[src/rtl/serial_adder.sv]
// serial_adder: bit-serial WIDTH-bit adder using one full-adder slice and one carry flop.
// Operands are captured on an accepted start and added LSB-first, one bit per clock.
// The registered sum/cout update together with a one-cycle done pulse.
//
// Ports:
//   clk   - system clock, rising edge
//   rst   - asynchronous active-high reset
//   start - request, sampled only while idle
//   a, b  - operands, captured on the accept edge
//   busy  - high whenever an operation is in flight (ADD or DONE)
//   done  - one-cycle pulse; sum/cout valid from this cycle on
//   sum   - registered (a + b) mod 2^WIDTH
//   cout  - registered carry-out
module serial_adder #(
   parameter int unsigned WIDTH = 8
) (
   input  logic             clk,
   input  logic             rst,
   input  logic             start,
   input  logic [WIDTH-1:0] a,
   input  logic [WIDTH-1:0] b,
   output logic             busy,
   output logic             done,
   output logic [WIDTH-1:0] sum,
   output logic             cout
);

   // One extra bit so cnt never wraps within an operation.
   localparam int unsigned CW = $clog2(WIDTH) + 1;
   localparam logic [CW-1:0] LastBit = CW'(WIDTH - 1);

   typedef enum logic [1:0] {
      StIdle,
      StAdd,
      StDone
   } state_t;

   state_t           state;
   logic [WIDTH-1:0] sa;
   logic [WIDTH-1:0] sb;
   logic [WIDTH-1:0] acc;
   logic             c;
   logic [CW-1:0]    cnt;

   logic             s;
   logic             c_next;
   logic [WIDTH-1:0] acc_next;

   // Full-adder slice on the current LSBs; acc_next includes the bit produced this cycle.
   always_comb begin
      s               = sa[0] ^ sb[0] ^ c;
      c_next          = (sa[0] & sb[0]) | (c & (sa[0] ^ sb[0]));
      acc_next        = acc >> 1;
      acc_next[WIDTH-1] = s;
   end

   always_ff @(posedge clk or posedge rst) begin
      if (rst) begin
         state <= StIdle;
         sa    <= '0;
         sb    <= '0;
         acc   <= '0;
         c     <= 1'b0;
         cnt   <= '0;
         busy  <= 1'b0;
         done  <= 1'b0;
         sum   <= '0;
         cout  <= 1'b0;
      end else begin
         unique case (state)
            StIdle: begin
               done <= 1'b0;
               if (start) begin
                  sa    <= a;
                  sb    <= b;
                  acc   <= '0;
                  c     <= 1'b0;
                  cnt   <= '0;
                  busy  <= 1'b1;
                  state <= StAdd;
               end
            end
            StAdd: begin
               sa  <= sa >> 1;
               sb  <= sb >> 1;
               acc <= acc_next;
               c   <= c_next;
               cnt <= cnt + 1'b1;
               if (cnt == LastBit) begin
                  // Publish the complete result, including the bit computed on this edge.
                  sum   <= acc_next;
                  cout  <= c_next;
                  done  <= 1'b1;
                  state <= StDone;
               end
            end
            StDone: begin
               done  <= 1'b0;
               busy  <= 1'b0;
               state <= StIdle;
            end
            default: begin
               done  <= 1'b0;
               busy  <= 1'b0;
               state <= StIdle;
            end
         endcase
      end
   end

endmodule

[config.mk]
export PLATFORM = sky130hd
export DESIGN_NAME = serial_adder
export DESIGN_NICKNAME = d
export VERILOG_FILES = /design/src/rtl/serial_adder.sv
export SDC_FILE = /design/constraint.sdc
export NUM_CORES = 1
export LEC_CHECK = 0
export BUFFER_PORTS_ARGS = -buffer_cell sky130_fd_sc_hd__buf_4
export CAP_MARGIN = 30
export CORE_ASPECT_RATIO = 1.75
export CORE_MARGIN = 3
export CORE_UTILIZATION = 48
export DETAILED_ROUTE_END_ITERATION = 8
export PLACE_DENSITY = 0.77
export SLEW_MARGIN = 10
export SYNTH_ARGS = -nofsm -noshare
export SYNTH_HDL_FRONTEND = slang
export SYNTH_SLANG_ARGS = --single-unit
[constraint.sdc]
create_clock -name clk -period 1.4 [get_ports clk]
set_clock_uncertainty 0.1 [all_clocks]
set_input_delay 0.14 -clock clk [delete_from_list [all_inputs] [get_ports clk]]
set_output_delay 0.14 -clock clk [all_outputs]
set_load 0.02 [all_outputs]
# Word-level counts from Yosys, hierarchy flattened
# Index checks and enable logic that the tools add are counted.
dict set report word_totals {
  reg_bits 42
  latchBits 0
  ram_bits 0
  mem_bits_ro 0
  inputBits 19
  output_inout_bits 11
  elab_cells 44
  n_memories 0
}
dict set report classes {
  addsub 1
  n_mul 0
  n_div 0
  order_cmp 0
  n_eq_ne 4
  shift 0
  muxes 17
  n_bitwise 6
  reduce_logical 6
}
# cell n
set ops {}
lappend ops {{8-bit one-hot mux with 2 select lines} 3}
lappend ops {{8-bit 2-to-1 mux} 3}
lappend ops {{4-bit one-hot mux with 2 select lines} 1}
lappend ops {{2-bit AND reduction} 4}
lappend ops {{4-bit by 1-bit adder with 4-bit output (second input constant)} 1}
lappend ops {{4-bit by 3-bit equality test with 1-bit output (second input constant)} 1}
lappend ops {{1-bit 2-to-1 mux} 4}
lappend ops {{2-bit 2-to-1 mux} 2}
lappend ops {{4-bit 2-to-1 mux} 1}
lappend ops {{2-bit inequality test (second input constant)} 2}
lappend ops {{1-bit one-hot mux with 2 select lines} 2}
lappend ops {{2-bit one-hot mux with 2 select lines} 1}
lappend ops {{1-bit bitwise AND} 2}
lappend ops {{2-bit by 1-bit equality test with 1-bit output (second input constant)} 1}
lappend ops {{2-bit logical NOT} 1}
lappend ops {{2-bit nonzero test} 1}
lappend ops {{1-bit bitwise XOR} 2}
lappend ops {{1-bit NOT} 1}
lappend ops {{1-bit bitwise OR} 1}

# Longest topological paths before layout
# Gate-level depths: netlist of the first run.
dict set report logic_depth {
  ltp_word 4
  mapped_depth 6
  depth_no_buf 4
}

# Worst setup path after synthesis of the first run
# OpenSTA, ideal clock, no wires.
dict set report synth_timing {
  path_type {reg-to-reg}
  start {register cnt[0]}
  end {register cout}
  setup_time_ns 0.125
  arrival_ns 1.265
  required_time_ns 1.175
  setup_slack_ns -0.090
  path_stages_with_launch 6
  n_path_buf 1
  synth_period_minus_slack_ns 1.490
  path_cell_list {dfrtp_1 ha_1 nand2_1 nor3b_2 buf_6 mux2_2}
}
dict set report synth_between {
  elab_chain_cells 2
}
# element line
set synth_lines {}
lappend synth_lines {{start: declaration} 43} ;# logic [CW-1:0] cnt;
lappend synth_lines {{start signal: assignment} 88} ;# cnt <= cnt + 1'b1;
lappend synth_lines {{4-bit by 3-bit equality test with 1-bit output} 89} ;# if (cnt == LastBit) begin
lappend synth_lines {{2-bit AND reduction (no source line)} --}
lappend synth_lines {{end signal: assignment} 92} ;# cout <= c_next;
lappend synth_lines {{end: declaration} 25} ;# output logic cout
# No other way between the ends.
# A chain may end at the register's enable or synchronous reset.

# Worst setup path after layout of the first run
dict set report layout_timing {
  start {register cnt[1]}
  end {register sum[5]}
}
dict set report layout_between {
  elab_chain_cells 2
}
# element line
set layout_lines {}
lappend layout_lines {{4-bit by 3-bit equality test with 1-bit output} 89}
lappend layout_lines {{2-bit AND reduction (no source line)} --}
lappend layout_lines {{end signal: assignment} 91} ;# sum <= acc_next;
lappend layout_lines {{end: declaration} 24} ;# output logic [WIDTH-1:0] sum,
# No other way between the ends.

==> metrics.md, run 1 <==
| Metric | Value |
|---|---|
| PD cells | a little over 2000 nW/µm² |
| Initial Util | 0.509 |
| Crit start category | register |
| Clock latency on the worst-skew pair | 290 ps |
| Sequential area share after synthesis | 0.581 |
| Avg Synthesized Cell Area | 11.9 µm² |
| Initial DRT Pass Iterations | 4 |
| H-tree lvl count | 2 |
| Max-slew headroom | 0.663 |
| Routed met3 length | about 150 µm |
| Synthesized flop and latch total | 41 |
| Largest net degree at the start of global routing | between 40 and 50 |
| Final cell count without fillers | about 240 |
| Syn_nets | roughly 170 |
| Routed Wire Length | 3.60 mm |
| Die W | 51.9 µm |
| Setup TNS | -1700 ps |
| # IOs | 30 |
| Drt drc | 0 |
| # setup viols final | 9 |
| Buffers on Ports | 29 |
| Worst R2R Start | cnt[1] |
| Synth cell types | 26 |
| Final max-slew violation count | 0 |
| Crit Path Category | register to register |
| Clock root buffer | clkbuf_8 |
| Peak supply drop | 1280 µV |
| Crit-path max cell delay | 390 ps |
| Fin crit share | 1.14 |
| Final hold viol count | 0 |
| DP Worst Slack | -185 ps |
| Hold Path Class | input port to register |
| CTS Buffer Depth | 2 |
| CTS tree | done |
| Leading cell type in the layout, fill and taps excluded | buf_4 |
| Overall Power | 4.95 mW |
| Routed wl met2 | 1.94 mm |
| Max cap viols | 0 |
| Synthesized cell area | 1770 µm² |
| Top Metal Used | met4 |
| Fmax achieved | 625 MHz |
| CP Data Arrival Time | roughly 1700 ps |
| Number of global-route vias before repair | 1,398 |
| Synth Warn # | 0 |
| Vias | 1,313 |
| Hold Path End | sb[1] |
| Drt wl/cell | approximately 15 µm |
| Clk slew on worst S/H paths | 80 ps |
| Worst R2R Path Depth | 5 |
| Min cycle time layout | 1600 ps |
| Num Clock Sinks | between 40 and 50 |
| Grt total ovfl | 0 |
| Core ar. | 3470 µm² |
| Overall Global Routing Usage | 0.187 |
| Worst-path maximum fanout | 6 |
| Critical path's slowest cell | dfrtp_1 |
| Worst Tran Pin Value | slightly above 500 ps |
| Syn Inst Count | about 150 |
| CP startpoint | cnt[1] |
| Most frequent cells in the layout | buf_4 (45), dfrtp_1 (41), nand2_1 (14), o21ai_0 (14), a21oi_1 (13) |
| Worst-path cell chain | ha_2, nand2_2, nor3b_4, buf_6, mux2_4 |
| First-pass GRT wire length | 6.23 mm |
| Flop-to-flop setup slack | -200 ps |
| N_diodes | 0 |
| Cell taking the most area after synthesis | dfrtp_1 |
| Critical path required time | 1480 ps |
| Status | finished with violations |
| Hold depth | 3 |
| Hpwl dp | approximately 2.6 mm |
| Cts bufs inserted | 5 |
| Synth area leaders | dfrtp_1 (58%), a22o_1 (5.9%), mux2_2 (5.7%) |
| Cell family with the largest share of critical-path delay | flip-flops |
| Initial antenna violation count | 0 |
| Die area | 4470 µm² |
| Failing checks | setup timing |
| CP Buf/Inv Count | 1 |
| Worst setup EP type | register |
| Worst hold start | b[1] |
| RSZ-0062 raised after global routing | true |
| Final core utilization | 0.688 |
| Area Growth Syn to Fin | 35.1% |
| # rows | 28 |
| Post-synth top area share | 0.581 |
| Routability cong. | 0.800 |
| Wl on met1 | 1.42 mm |
| Die Y | between 80 and 90 µm |
| Cells after DPL | 231 |
| Via density | about 5.4 |
| Pleak | 1.20 nW |
| Post-route ant nets | 0 |
| Stages on worst setup path | 5 |
| Drt initial violations | 34 |
| Worst setup margin | -201 ps |
| Layout cells sized above 1 | 0.382 |
| Final #Nets | 219 |
| Worst r2r dst | sum[5] |
tightest hold or removal path: stages:
cell	delay, ps
buf_4	80
a22oi_1	40
o21ai_0	130
worst max-delay path by stage:
stage / endpoint / slack (ps)
after floorplan: cout / -60
after global placement: cout / -80
after detailed placement: sum[6] / -190
after CTS: sum[6] / -200
after global routing: sum[7] / -260
final: sum[5] / -200
synthesized netlist by cell type, drive strengths merged:
library cell	count
a211oi	1
a21oi	13
dfrtp	41
o21a	1
mux2	10
nand2b	2
buf	9
nor3b	1
fa	1
and3b	11
nor2b	3
nor2	3
clkbuf	2
ha	1
a22o	12
o21ai	14
nand3	1
nand2	15
mux2i	1
inv	2
a22oi	3
o21bai	1
per-layer routing:
layer | vias to the layer above | global-route usage
li1 | 626 | -
met1 | 640 | 0.212
met2 | 37 | 0.326
met3 | 10 | 0.0413
met4 | 0 | 0.0788
met5 | - | 0
report_power, final:
| group | total [mW] | switching (mW) | internal (mW) |
|---|---|---|---|
| Sequential | 1.92 | 0.292 | 1.63 |
| Combinational | 1.91 | 0.853 | 1.06 |
| Clock | 1.12 | 0.410 | 0.708 |
| Total | 4.95 | 1.56 | 3.39 |
flip-flops by register name, summed over array words and instances (netlist names):
name   flops
busy       1
done       1
sum        8
c          1
cnt        4
state      2
cout       1
sb         8
sa         8
acc        7
cells by family (layout without fill, tap and decap cells):
family / count (synthesis) / after routing / share of synthesized area
multiplexers: 11 / 11 / 0.0694
flip-flops: 41 / 41 / 0.581
adder cells (fa/ha/maj): 2 / 2 / 0.0184
AO/OA/AOI/OAI: 45 / 45 / 0.161
AND/OR/NAND/NOR: 36 / 36 / 0.125
buffers and inverters: 13 / 64 / 0.0453
stage by stage:
stage,hold WS [ps],instance area (µm²)
after global placement,191,2130
final,39.5,2390
after detailed placement,215,2130
after CTS,30.7,2330
after global routing,87.7,2390
after floorplan,173,1770
area by class of cell:
cell class	count	area [µm²]
clock buffer	5	68.8
clock inverter	3	65.1
fill	229	1080
inverter	2	7.51
multi-input combinational	94	724
sequential	41	1030
tap	45	56.3
timing repair buffer	54	439
what timing repair did:
item                                   4_1_cts  5_1_grt
pin swaps                                    1        2
endpoints found under the hold margin       43        0
hold buffers                                 3        0
setup endpoints to repair                   10       17
resized for setup                            8       12
setup buffers                                1        1
(Power assumes the default switching activity.)
==> inputs of run 2 (changes only) <==
- RECOVER_POWER: unset -> 50
==> run 2 against run 1 <==
Compared with the run above:
- the flow still finishes with violations (setup timing)
- final cell count unchanged
- critical path depth unchanged
- global-route usage is the same
- maximum frequency about the same
- cell area down 0.47%
- die area did not move
- sequential share of layout area grew 0.20 points
- worst hold slack about the same
- worst setup slack about the same
- total power down 0.62%
- combinational power about the same
==> metrics.md, run 2 (synthesis gave the netlist of run 1 again) <==
| Metric | Value |
|---|---|
| Status | finished with violations |
| Failing checks | setup timing |
| Max cap viols | 0 (unchanged) |
| Drt drc | 0 (unchanged) |
| Die Y | 86.3 µm (unchanged) |
| Int Pwr | 3.36 mW (-0.88%) |
| Comb pwr share | 0.383 (-0.003) |
| CP Data Arrival Time | 1680 ps (about the same) |
| Die W | 51.9 µm (unchanged) |
| Final cell count without fillers | 244 (unchanged) |
| NetSw | 1.55 mW (about the same) |
| Core ar. | 3470 µm² (unchanged) |
| Number of global-route vias before repair | 1,398 (unchanged) |
| Worst R2R Start | cnt[1] |
| Crit Path Category | register to register |
| Grt total ovfl | 0 (unchanged) |
| Worst r2r dst | sum[5] |
| Clock root buffer | clkbuf_8 |
| Critical path required time | 1480 ps (about the same) |
| Flop-to-flop setup slack | -200 ps (about the same) |
| Max-slew headroom | 0.635 (-0.0281) |
| Regs by FF count | sa: 8 flops, sb: 8 flops, sum: 8 flops |
| Drt initial violations | 34 (unchanged) |
| Final max-slew violation count | 0 (unchanged) |
| Total area of sequential cells | 1030 µm² (unchanged) |
| Fmax achieved | 625 MHz (about the same) |
| Final #Nets | 219 (unchanged) |
| Fin crit share | 1.14 (about the same) |
| Initial DRT Pass Iterations | 4 (unchanged) |
| CTS Buffer Depth | 2 (unchanged) |
| Worst setup margin | -201 ps (+0.209 ps) |
| Final Hold Slack | 39.5 ps (-0.000200 ps) |
| Routed Wire Length | 3.60 mm (+0.14%) |
| CP startpoint | cnt[1] |
| Layout cells sized above 1 | 0.367 (-0.0151) |
| Area Growth Syn to Fin | 34.5% |
| Min cycle time layout | 1600 ps (-0.209 ps) |
| Clock latency on the worst-skew pair | 290 ps (about the same) |
| Cells after DPL | 231 (unchanged) |
| Most frequent cells in the layout | dfrtp_1 (41), buf_4 (40), nand2_1 (14), o21ai_0 (14), a21oi_1 (13) |
| Vias | 1,311 (-0.15%) |
| Peak supply drop | 1270 µV (-1.1%) |
| Worst setup EP type | register |
| # rows | 28 (unchanged) |
| Drt wl/cell | 14.8 µm (+0.14%) |
| Layout fillers | 232 (+1.3%) |
| Overall Global Routing Usage | 0.187 (unchanged) |
| Worst-path maximum fanout | 6 (unchanged) |
| PD cells | 2070 nW/µm² (-0.15%) |
| Clock share of power | 0.227 (about the same) |
| Post-route ant nets | 0 (unchanged) |
| Cts bufs inserted | 5 (unchanged) |
| Largest net degree at the start of global routing | 42 (unchanged) |
| Clk slew on worst S/H paths | 80 ps (about the same) |
| Die area | 4470 µm² (unchanged) |
| Initial Util | 0.509 (unchanged) |
| CTS tree | done |
| First-pass GRT wire length | 6.23 mm (unchanged) |
| Pleak | 1.19 nW (-1.0%) |
| Via density | 5.37 (-0.15%) |
| Multi-input logic area | 724 µm² (unchanged) |
| Worst R2R Path Depth | 5 (unchanged) |
| # IOs | 30 (unchanged) |
| Buffers on Ports | 29 (unchanged) |
| H-tree lvl count | 2 (unchanged) |
| RSZ-0062 raised after global routing | true |
| N_diodes | 0 (unchanged) |
| Leading cell type in the layout, fill and taps excluded | dfrtp_1 |
| Routability cong. | 0.800 (unchanged) |
| Sequential power share | 0.390 (+0.002) |
| CP endpoint | sum[5] |
| Crit start category | register |
| Initial antenna violation count | 0 (unchanged) |
| Final hold viol count | 0 (unchanged) |
| # setup viols final | 9 (unchanged) |
| Sw Share | 0.316 (+0.00182) |
| Hpwl dp | 2.57 mm (unchanged) |
| Num Clock Sinks | 41 (unchanged) |
| Worst Tran Pin Value | 548 ps (+42.2 ps) |
| Hold Path Class | input port to register |
-- run 2: metrics by stage --
| step | setup WS, ps | area [µm²] | utilization | power (mW) | TNS (ps) |
|---|---|---|---|---|---|
| 2_1_floorplan | -62.8 | 1770 | - | 2.95 | -554 |
| 3_3_place_gp | -78.2 | 2130 | 0.613 | 3.53 | -596 |
| 3_5_place_dp | -185 | 2130 | 0.613 | 3.65 | -1540 |
| 4_1_cts | -201 | 2330 | 0.673 | 4.88 | -1610 |
| 5_1_grt | -263 | 2380 | 0.685 | 5.22 | -2250 |
| 6_report | -201 | 2380 | 0.685 | 4.92 | -1700 |
-- run 2: worst min path at each step --
| stage | startpoint | end | cells after the start |
|---|---|---|---|
| floorplan | a[7] | sa[7] | 1 |
| global placement | rst | acc[6] | 3 |
| detailed placement | rst | sum[6] | 3 |
| CTS | b[1] | sb[1] | 3 |
| global route | b[1] | sb[1] | 3 |
| finish | b[1] | sb[1] | 3 |
-- run 2: what timing repair did --
item / in CTS / in global routing
setup buffers: 1 / 1
hold endpoints to repair: 43 / 0
pin swaps: 1 / 2
resized for setup: 8 / 12
endpoints found under the setup margin: 10 / 17
hold buffers: 3 / 0
-- run 2: critical path, cell delays in order (launching register included) --
cell and delay (ps):
dfrtp_1 390, ha_2 210, nand2_2 70, nor3b_4 240, buf_6 170, mux2_4 300
-- run 2: layout make-up --
type	count	area share
inverters	2	0.00316
flip-flops and latches	41	0.432
well taps	45	0.0237
multi-input cells	94	0.305
clock buffers	5	0.0290
repair buffers	54	0.180
clock inverters	3	0.0274
-- run 2: layer usage --
layer / wire (µm) / part of all wire / global-route usage
met5: 0 / 0 / 0
met4: 90 / 0.025 / 0.0788
met3: 148 / 0.041 / 0.0413
met2: 1930 / 0.54 / 0.326
met1: 1430 / 0.40 / 0.212
-- run 2: power groups by stage --
stage / sequential, mW / clock (mW) / combinational (mW)
after global routing: 1.98 / 1.20 / 2.05
after floorplan: 2.03 / 0 / 0.916
final: 1.92 / 1.12 / 1.88
after detailed placement: 1.93 / 0 / 1.72
after CTS: 1.91 / 1.14 / 1.82
after global placement: 1.89 / 0 / 1.64
==> inputs of run 3 (changes only) <==
- ABC_AREA: unset -> 1
- PLACE_DENSITY: 0.77 -> 0.74
- SLEW_MARGIN: 10 -> 20
- clock period: 1.4 -> 1.9 ns (I/O delays scaled with it)
==> run 3 against run 2 <==
Compared with the run above:
- the run now ends clean
- worst setup slack better by 620 ps
- non-clock buffer count fell by 16
- final cell count grew 13%
- synthesized cell count up 31%
- critical path depth down 1
- die area down 1.3%
- clock power shrank 52%
- sequential power down 23%
- first-iteration DRC count is 18% lower
- highest routed layer unchanged
- utilization decreased by 7.7 points
==> metrics.md, run 3 <==
| Metric | Value |
|---|---|
| Worst Tran Pin Value | 992 ps (+444 ps) |
| CP Buf/Inv Count | 4 (+3) |
| Status | complete, no violations |
| N_diodes | 0 (unchanged) |
| Initial DRT Pass Iterations | 4 (unchanged) |
| First-pass GRT wire length | 6.09 mm (-2.2%) |
| RSZ-0062 raised after global routing | false |
| Drt wl/cell | 12.1 µm (-18%) |
| Worst R2R Path Depth | 7 (+2) |
| Grt total ovfl | 0 (unchanged) |
| Final hold viol count | 0 (unchanged) |
| Layout cells sized above 1 | 0.174 (-0.193) |
| Cell taking the most area after synthesis | dfrtp_1 |
| GRT met2 Usage | 0.335 (+0.00881) |
| CP Data Arrival Time | 1650 ps (-30 ps) |
| Peak supply drop | 726 µV (-43%) |
| Top-count cell post-synth | nand2_1 |
| Final core utilization | 0.608 (-0.0768) |
| Busiest layer in global routing | met2 |
| Cts bufs inserted | 5 (unchanged) |
| Worst setup EP type | asynchronous set/reset pin |
| Design Area, Final | 2090 µm² (-12%) |
| Via density | 5.09 (-5.2%) |
| Vias | 1,400 (+6.8%) |
| Routability cong. | 0.764 (-4.5%) |
| Post-route ant nets | 0 (unchanged) |
| Final max-slew violation count | 0 (unchanged) |
| # rows | 28 (unchanged) |
| Clock root buffer | clkbuf_8 |
| Max-slew headroom | 0.339 (-0.296) |
| Clock latency on the worst-skew pair | 290 ps (about the same) |
| Worst setup margin | 423 ps (+624 ps) |
| Synth area leaders | dfrtp_1 (59%), nand2_1 (14%), nand3_1 (14%) |
| Min cycle time layout | about 1500 ps |
| Critical path's slowest cell | clkbuf_2 |
| Post-CTS setup buffers | 0 (-1) |
| Worst-path cell chain | dlygate4sd3_1, clkbuf_4, inv_1, clkbuf_2 |
| Core ar. | 3430 µm² (-1.0%) |
| Overall Global Routing Usage | 0.182 (-0.00445) |
| Area Growth Syn to Fin | 19.9% |
| Met3 Use GR | 0.0487 (+0.00739) |
| Sequential area share after synthesis | 0.589 (+0.00834) |
| Worst r2r dst | sum[3] |
| H-tree lvl count | 2 (unchanged) |
| Leading cell type in the layout, fill and taps excluded | nand2_1 |
| Setup TNS | 0 ps (+1700 ps) |
| Num Clock Sinks | 41 (unchanged) |
| Worst hold start | a[7] |
| Drt drc | 0 (unchanged) |
| Cell family with the largest share of critical-path delay | buffers and inverters |
| Cells after DPL | 263 (+14%) |
| Most frequent cells in the layout | nand2_1 (63), nand3_1 (47), dfrtp_1 (41) |
| Fmax achieved | 677 MHz |
| Post-synth EDFFs | 0 (unchanged) |
| Syn Inst Count | 194 (+31%) |
| Hold Path End | sa[7] |
| Synth cell types | 18 (-31%) |
| Syn_nets | 215 (+27%) |
| CTS tree | done |
| Asr flop ratio synth | 1.00 (unchanged) |
| PD cells | 1530 nW/µm² (-26%) |
| Die W | 51.5 µm (-0.63%) |
| Number of global-route vias before repair | 1,467 (+4.9%) |
| Met1 Usage GRT | 0.183 (-0.0296) |
| Final #Nets | 250 (+14%) |
| # setup viols final | 0 (-9) |
| Initial Util | 0.507 (-0.00209) |
| Routed Wire Length | 3.33 mm (-7.6%) |
| Die Y | 85.7 µm (-0.66%) |
| Top FF cell, synth | dfrtp_1 |
| Critical path required time | 2070 ps (+590 ps) |
| Clk slew on worst S/H paths | 70 ps (about the same) |
| Crit start category | input port |
| Flop-to-flop setup slack | 490 ps (+690 ps) |
| Synthesized flop and latch total | 41 (unchanged) |
| Hold depth | 3 (unchanged) |
| Die area | 4420 µm² (-1.3%) |
| Synth Warn # | 0 (unchanged) |
| Drt initial violations | 28 (-18%) |
| CTS Buffer Depth | 2 (unchanged) |
| Initial antenna violation count | 0 (unchanged) |
| Hpwl dp | 2.30 mm (-10%) |
| Worst R2R Start | cnt[0] |
| Post-synth top area share | 0.589 (+0.00834) |
| # IOs | 30 (unchanged) |
| Fin crit share | 0.777 |
| Avg Synthesized Cell Area | 8.98 µm² (-25%) |
| Largest net degree at the start of global routing | 42 (unchanged) |
| Synthesized cell area | 1740 µm² (-1.4%) |
| Crit-path max cell delay | 740 ps (+350 ps) |
| Max cap viols | 0 (unchanged) |
| Regs by FF count | sa: 8 flops, sb: 8 flops, sum: 8 flops |
| Hold Path Class | input port to register |
| Synth top cells by count | nand2_1 (63), nand3_1 (47), dfrtp_1 (41), inv_1 (9), buf_2 (6) |
| Final cell count without fillers | 275 (+13%) |
| Worst-path maximum fanout | 41 (+35) |
| Buffers on Ports | 29 (unchanged) |
| Placed cell area | 2000 µm² (-6.1%) |
| DP Worst Slack | 485 ps (+670 ps) |
| Pleak | 1.07 nW (-10%) |
| Crit Path Category | input port to asynchronous set/reset pin |
[run 3: cell families after synthesis]
| logic type | count (synthesis) | synth area share |
|---|---|---|
| AO/OA/AOI/OAI | 9 | 0.0287 |
| AND/OR/NAND/NOR | 121 | 0.307 |
| adder cells (fa/ha/maj) | 2 | 0.0187 |
| buffers and inverters | 21 | 0.0560 |
| flip-flops | 41 | 0.589 |
[run 3: power breakdown]
part | switching (mW) | leakage [nW] | internal (mW)
clock network | 0.273 | 0.0395 | 0.261
logic | 0.764 | 0.502 | 0.429
registers | 0.230 | 0.525 | 1.24
[run 3: worst max-delay path by stage]
stage	to	from	depth (start not counted)	slack, ps
after floorplan	acc[1]	rst	1	660
after global placement	sum[6]	cnt[0]	7	550
after detailed placement	sum[3]	cnt[0]	7	480
after CTS	sum[3]	cnt[0]	7	470
after global routing	acc[4]	rst	4	210
final	acc[4]	rst	4	420
[run 3: stage by stage]
stage	total power [mW]	hold WS (ps)
after global routing	3.46	1.62
final	3.20	2.02
after floorplan	2.35	200
after global placement	2.71	252
after detailed placement	2.75	256
after CTS	3.29	0.738
[run 3: tightest hold or removal path, delay by kind of cell]
family	cells	cell delay [ps]
buf+inv	1	80
simple gates	2	100
[run 3: cell type report]
class | count | area (µm²)
multi-input cells | 132 | 618
fillers | 343 | 1350
inverters | 11 | 41.3
repair buffers | 38 | 267
well taps | 45 | 56.3
flip-flops and latches | 41 | 1030
clock buffers | 8 | 80.1
[run 3: metal layers]
layer | share of wire | routed length [µm]
met3 | 0.040 | 133
met2 | 0.56 | 1860
met4 | 0.022 | 72
met5 | 0 | 0
met1 | 0.38 | 1260
[run 3: repair_timing]
| item | 4_1_cts | 5_1_grt |
|---|---|---|
| hold buffers | 4 | 0 |
| gates resized for setup | 0 | 0 |
| endpoints found under the hold margin | 44 | 0 |
